===== config.mk =====
export PLATFORM = sky130hd
export DESIGN_NAME = act_max_buffer
export DESIGN_NICKNAME = d
export VERILOG_FILES = /design/src/rtl/act_max_buffer.sv
export SDC_FILE = /design/constraint.sdc
export NUM_CORES = 1
export LEC_CHECK = 0
export ABC_CLOCK_PERIOD_IN_PS = 20600
export CORE_UTILIZATION = 30
export CTS_CLUSTER_DIAMETER = 60
export DETAILED_ROUTE_END_ITERATION = 10
export PLACE_DENSITY_LB_ADDON = 0.12
export SKIP_LAST_GASP = 1
export SYNTH_ARGS = -nofsm -noshare
export SYNTH_HDL_FRONTEND = slang
export SYNTH_SLANG_ARGS = --single-unit

===== constraint.sdc =====
create_clock -name clk -period 20.6 [get_ports clk]
set_clock_uncertainty 0.2 [all_clocks]
set_input_delay 2.06 -clock clk [delete_from_list [all_inputs] [get_ports clk]]
set_output_delay 2.06 -clock clk [all_outputs]
set_load 0.02 [all_outputs]

===== src/rtl/act_max_buffer.sv =====
// Frame buffer that stores a float32 activation frame, tracks its absolute maximum,
// then replays the frame in order with the max held on o_max. Optional: ACT_MAX_NAN_FILTER_EN.
module act_max_buffer #(
  parameter int unsigned DEPTH  = 16,
  parameter int unsigned ADDR_W = 4
) (
  input  logic        clk,
  input  logic        reset,
  input  logic        i_valid,
  input  logic [31:0] i_activation,
  input  logic        i_last,
  output logic        o_ready,
  output logic        o_valid,
  input  logic        i_ready,
  output logic [31:0] o_activation,
  output logic [31:0] o_max,
  output logic        o_last,
  output logic        o_trunc
);

  localparam int unsigned DATA_W = 32;
  localparam int unsigned MAG_W  = 31;

  typedef enum logic {
    FILL  = 1'b0,
    DRAIN = 1'b1
  } state_e;

  state_e              state_q, state_d;
  logic [ADDR_W-1:0]   wr_ptr_q, wr_ptr_d;
  logic [ADDR_W-1:0]   rd_ptr_q, rd_ptr_d;
  logic [MAG_W-1:0]    run_max_q, run_max_d;
  logic [DATA_W-1:0]   max_out_q, max_out_d;
  logic                trunc_q, trunc_d;
  logic [DATA_W-1:0]   mem_q [DEPTH];
  logic                mem_we;
  logic                take_mag;
  logic [MAG_W-1:0]    upd_max;
  logic                last_c;
  logic                full_c;

  // NaN inputs may be excluded from the magnitude compare
`ifdef ACT_MAX_NAN_FILTER_EN
  assign take_mag = !((i_activation[30:23] == 8'hFF) && (i_activation[22:0] != 23'd0));
`else
  assign take_mag = 1'b1;
`endif

  assign upd_max = (take_mag && (i_activation[30:0] > run_max_q)) ? i_activation[30:0] : run_max_q;
  assign full_c  = (wr_ptr_q == ADDR_W'(DEPTH - 1));
  assign last_c  = (state_q == DRAIN) && (rd_ptr_q == (wr_ptr_q - ADDR_W'(1)));

  assign o_ready      = (state_q == FILL);
  assign o_valid      = (state_q == DRAIN);
  assign o_activation = mem_q[rd_ptr_q];
  assign o_max        = max_out_q;
  assign o_last       = last_c;
  assign o_trunc      = trunc_q;

  always_comb begin
    state_d   = state_q;
    wr_ptr_d  = wr_ptr_q;
    rd_ptr_d  = rd_ptr_q;
    run_max_d = run_max_q;
    max_out_d = max_out_q;
    trunc_d   = trunc_q;
    mem_we    = 1'b0;
    case (state_q)
      FILL: begin
        if (i_valid) begin
          mem_we    = 1'b1;
          wr_ptr_d  = wr_ptr_q + ADDR_W'(1);
          run_max_d = upd_max;
          if (i_last || full_c) begin
            state_d   = DRAIN;
            rd_ptr_d  = '0;
            max_out_d = {1'b0, upd_max};
            if (!i_last) trunc_d = 1'b1;
          end
        end
      end
      DRAIN: begin
        if (i_ready) begin
          rd_ptr_d = rd_ptr_q + ADDR_W'(1);
          // Final word consumed: rearm for the next frame, o_max keeps its value
          if (last_c) begin
            state_d   = FILL;
            wr_ptr_d  = '0;
            rd_ptr_d  = '0;
            run_max_d = '0;
          end
        end
      end
      default: state_d = FILL;
    endcase
  end

  always_ff @(posedge clk or posedge reset) begin
    if (reset) begin
      state_q   <= FILL;
      wr_ptr_q  <= '0;
      rd_ptr_q  <= '0;
      run_max_q <= '0;
      max_out_q <= '0;
      trunc_q   <= 1'b0;
    end else begin
      state_q   <= state_d;
      wr_ptr_q  <= wr_ptr_d;
      rd_ptr_q  <= rd_ptr_d;
      run_max_q <= run_max_d;
      max_out_q <= max_out_d;
      trunc_q   <= trunc_d;
    end
  end

  always_ff @(posedge clk or posedge reset) begin
    if (reset) begin
      for (int unsigned i = 0; i < DEPTH; i++) mem_q[i] <= '0;
    end else if (mem_we) begin
      mem_q[wr_ptr_q] <= i_activation;
    end
  end

endmodule


Yosys cells after proc, flatten, opt, wreduce, memory -nomap -nowiden
Cells that the tools add are included.

Register bits after elaboration: 584. Input port bits: 37. Output and inout bits: 68. Logic and storage cells: 73.

Add/subtract/negate cells: 3. Magnitude comparators: 4. Equal/unequal tests: 6. Mux-type cells: 27. Bitwise logic cells: 4. Reductions and logical operators: 7.

Operator list (count): bitwise mux 512 bit (1); binary-select mux 32 bit (select 4 bit) (1); demux 32 bit (select 4 bit) (1); two-way mux 31 bit (4); two-way mux 32 bit (3); one-hot mux 31 bit (2 select lines) (1); > comparator 31 bit (1); two-way mux 4 bit (7); one-hot mux 4 bit (2 select lines) (2); greater-or-equal comparator 5 bit, second input constant (2); NOT 4 -> 5 bit (2); AND reduction 3 bit (3); adder 4 x 1 -> 4 bit, second input constant (2); two-way mux 1 bit (6); inequality test 2 bit, second input constant (3); less-than comparator 5 x 1 -> 1 bit, second input constant (1); equality test 4 bit (1); equality test 4 bit, second input constant (1); AND reduction 4 bit (1); subtractor 4 x 1 -> 4 bit, second input constant (1); logical AND 1 bit (2); inequality test 2 x 1 -> 1 bit, second input constant (1); NOT 1 bit (2); one-hot mux 1 bit (2 select lines) (1); logical OR 1 bit (1).

Logic depth before layout (Yosys ltp)
Word-level depth: 6. Depth in mapped cells: 11. Depth with buffers taken out: 8.

Worst setup path before layout
Ideal clock, no wire load.

Path kind: reg2out. Start point: register rd_ptr_q[0]. End point: output o_activation[10]. Arrival: 1.898 ns. Required time: 18.340 ns. Setup slack: 16.442 ns. Stages on the path, launching flop included: 6. Path buffers: 2. Path through: dfrtp_1 buf_2 buf_1 mux4_2 a22oi_1 nand2_1.

Longest elaborated chain between the ends: 4.

RTL lines: start, declared (RTL line 31) `logic [ADDR_W-1:0] rd_ptr_q, rd_ptr_d;`; start signal, assigned (RTL line 109) `rd_ptr_q <= rd_ptr_d;`; NOT 4 -> 5 bit (implied by the code) (RTL line 55) `assign o_activation = mem_q[rd_ptr_q];`; binary-select mux 32 bit (select 4 bit) (RTL line 55); two-way mux 32 bit (implied by the code) (2 in series) (RTL line 55); end, declared (RTL line 15) `output logic [31:0] o_activation,`.

No other way between the ends. The select of a mux whose other input is x is not followed.

Final worst setup path
Start point: register rd_ptr_q[1]. End point: output o_activation[28].

Same word-level chain as after synthesis.

==> results.toml <==
[grt]
gr-total-overflow = 0
grt_max_degree = 113
grt_pass1_wl_um = 125000
grt_usage_pct = 17.9
first_global_vias = 18700
antenna_found_initial = 1

[setup_path]
cp_data_arrival_time_ns = 4.16
r2r_slack_ns = 16.44
rr_worst_depth = 7
reg2reg_from = "rd_ptr_q[0]"
cp-end-kind = "primary output"
crit_required_ns = 18.34
cp_max_fo = 52
cp-start-kind = "flop"
r2r_end = "wr_ptr_q[0]"
crit_type = "reg2out"

[sta]
setup_violations = 0
tightest_slew_ns = 1.32
slew_violations = 0
timing.final.crit_share_pct = 31.2
fin_tns_setup_ns = 0
hold_viol = 0
rsz0062_at_grt = "false"
hold-worst-slack_ns = 0.277
min_period_ns = 6.42
max_freq_ghz = 0.156
slew_headroom_pct = 11.8

[clock_network]
clk_pin_slew_worst_paths_ns = 0.06
cts_tree = "yes"
cts_buffers = 78
post_cts_buffers = 0
cts-hold-fix-buffers = 0
cts_sinks = 584
cts_root_buffer = "clkbuf_16"
cts-resized-gates = 0
insertion_delay_ns = 0.63
h-tree-depth = 3
cts_buffer_depth = 3

[placement]
placed_area_um2 = 29700
hpwl_um = 46500
gp_congestion = 0.770
io_buffers = 103

[logic_synthesis]
syn_nets = 2131
synth_area_per_cell_um2 = 13.3
synth.cell_area_um2 = 27500
synth-seq-cells = 584
synthArstFlopShare_pct = 100
ys_seq_area_share_pct = 53.2
synthesis.instances = 2057
ys_warn_count = 0
yosysUniqueCellTypes = 53
synth_ff_type = "dfrtp_1"
synth_edf_count = 0

[power_and_ir_drop]
switchingPower_w = 0.00174
p_clk_share_pct = 27.8
ir_drop_v = 0.000100
p_leak_nw = 15.0
p_comb_share_pct = 36.2
p_sw_share_pct = 35.0
power_density_nw_per_um2 = 154
power_frac_seq_pct = 36.0
p_int_w = 0.00323

[routing]
drtAntennaViolNets = 0
num_vias = 17500
routedWlPerCell_um = 24.5
drt_first_pass_iters = 5
dr.first_iter.drc_count = 1091
wl_um = 82400
viasPerCell = 5.22
drc = 0

[final_layout]
antenna_cells = 0
drive_gt1_share_pct = 36.7
fin_area_um2 = 32400
final_nets = 2194
area_growth_pct = 17.9

[job]
cap_violations = 0

[die]
rows = 110
initial_core_util_pct = 30.4
die_x_um = 305
design.core.area_um2 = 90300
fp.dieArea_um2 = 92700
ios = 105
die_h_um = 305

[run_status]
status = "finished clean"

[hold_path]
hold_depth = 1
hold_path.class = "reg2reg"
holdCritStartpoint = "o_trunc"
hold-path-endpoint = "o_trunc"
## cells in the final DEF, fill, tap and decap left out, types with 3 or more instances in the layout
master	count
a211oi_1	3
a21o_1	5
a21oi_1	74
a221oi_1	32
a22oi_1	32
a31oi_1	31
buf_4	53
bufinv_16	8
clkbuf_1	16
clkbuf_16	79
clkbuf_8	10
clkdlybuf4s50_1	103
clkinv_2	12
clkinv_4	5
clkinv_8	4
clkinvlp_4	4
dfrtp_1	580
ha_1	37
inv_1	35
mux2_2	523
mux2i_1	104
mux4_2	64
nand2_1	80
nand2_2	8
nand2_4	8
nand3_1	3
nand4_1	6
nor2_1	39
o211ai_1	29
o21ai_0	83
o21ai_1	33
o31ai_1	30
xor2_1	6
## metal layers
layer / wire (µm) / GRT usage, % / vias to the layer above / part of all wire (%)
li1: - / - / 7740 / -
met1: 39200 / 25.3 / 9350 / 48
met2: 38000 / 28.3 / 340 / 46
met3: 3260 / 2.83 / 98 / 4.0
met4: 1880 / 5.16 / 0 / 2.3
met5: 0 / 0 / - / 0
## final cells by class
class	instances	area [µm²]
Tap cell	1176	1470
Multi-Input combinational cell	1262	12000
Fill cell	8742	57900
Clock buffer	105	2170
Clock inverter	35	468
Inverter	37	146
Timing Repair Buffer	157	1450
Sequential cell	584	14600
## cell families (layout without fill, tap and decap cells)
family | Yosys count | in the layout | synth area share [%]
adders and majority gates | 37 | 37 | 1.69
DFF | 584 | 584 | 53.2
muxes | 691 | 691 | 30.5
and+or+nand+nor | 161 | 161 | 2.55
buffers and inverters | 211 | 334 | 3.44
xor gates and xnor gates | 8 | 8 | 0.255
AOI/OAI and AO/OA | 364 | 364 | 8.35
other | 1 | 1 | 0.0137
## how the worst max path moves through the flow
| stage | from | to | slack (ns) | cells past startpoint |
|---|---|---|---|---|
| after global placement | reset | mem_q[183] | 14.68 | 5 |
| after floorplan | reset | mem_q[0] | 2.00 | 1 |
| after global routing | rd_ptr_q[1] | o_activation[28] | 13.85 | 8 |
| final | rd_ptr_q[1] | o_activation[28] | 14.18 | 8 |
| after CTS | rd_ptr_q[1] | o_activation[5] | 14.06 | 8 |
| after detailed placement | reset | mem_q[151] | 14.60 | 5 |
## flip-flops by register name, summed over array words and instances, names as in the netlist
register and flops:
wr_ptr_q 4, o_trunc 1, rd_ptr_q 4, mem_q 512, o_valid 1, o_max 31
run_max_q 31
## power groups by stage
| stage | registers (W) | logic, W | clock network (W) |
|---|---|---|---|
| 2_1_floorplan | 0.00172 | 0.00123 | 0 |
| 3_3_place_gp | 0.00180 | 0.00180 | 0 |
| 3_5_place_dp | 0.00181 | 0.00183 | 0 |
| 4_1_cts | 0.00180 | 0.00183 | 0.00142 |
| 5_1_grt | 0.00185 | 0.00196 | 0.00147 |
| 6_report | 0.00179 | 0.00180 | 0.00138 |
## synthesized netlist by cell type (3+ instances only)
| cell type | count | area (µm²) |
|---|---|---|
| nand4_1 | 6 | 37.5 |
| ha_1 | 37 | 463 |
| buf_1 | 12 | 45.0 |
| a221oi_1 | 32 | 280 |
| nand3_1 | 3 | 15.0 |
| nor2_1 | 39 | 146 |
| o21ai_0 | 83 | 415 |
| xor2_1 | 6 | 52.6 |
| nand2_1 | 95 | 357 |
| a22oi_1 | 32 | 240 |
| mux4_2 | 64 | 1440 |
| a211oi_1 | 3 | 22.5 |
| a21oi_1 | 74 | 370 |
| mux2i_1 | 104 | 1040 |
| inv_1 | 36 | 135 |
| clkbuf_1 | 79 | 297 |
| o211ai_1 | 29 | 218 |
| a21o_1 | 5 | 37.5 |
| o31ai_1 | 30 | 225 |
| a31oi_1 | 31 | 194 |
| buf_6 | 6 | 67.6 |
| buf_4 | 4 | 30.0 |
| buf_2 | 73 | 365 |
| mux2_2 | 523 | 5890 |
| dfrtp_1 | 584 | 14600 |
| o21ai_1 | 33 | 165 |
## per-stage QoR
| step | setup WS (ns) | instances | utilization, % | power (W) |
|---|---|---|---|---|
| 2_1_floorplan | 2.00 | 2057 | - | 0.00296 |
| 3_3_place_gp | 14.68 | 3216 | 32.9 | 0.00360 |
| 3_5_place_dp | 14.60 | 3216 | 32.9 | 0.00364 |
| 4_1_cts | 14.06 | 3356 | 35.8 | 0.00505 |
| 5_1_grt | 13.85 | 3356 | 35.8 | 0.00528 |
| 6_report | 14.18 | 3356 | 35.8 | 0.00498 |
## critical path, stage by stage (launching register included)
cell	delay (ns)
dfrtp_4	0.64
buf_4	0.86
nand2_1	0.38
buf_4	0.38
o21ai_0	0.22
a21oi_1	0.09
a22oi_1	0.24
nand2_1	0.10
clkdlybuf4s50_1	0.55
Power figures use the tool's default switching activity.
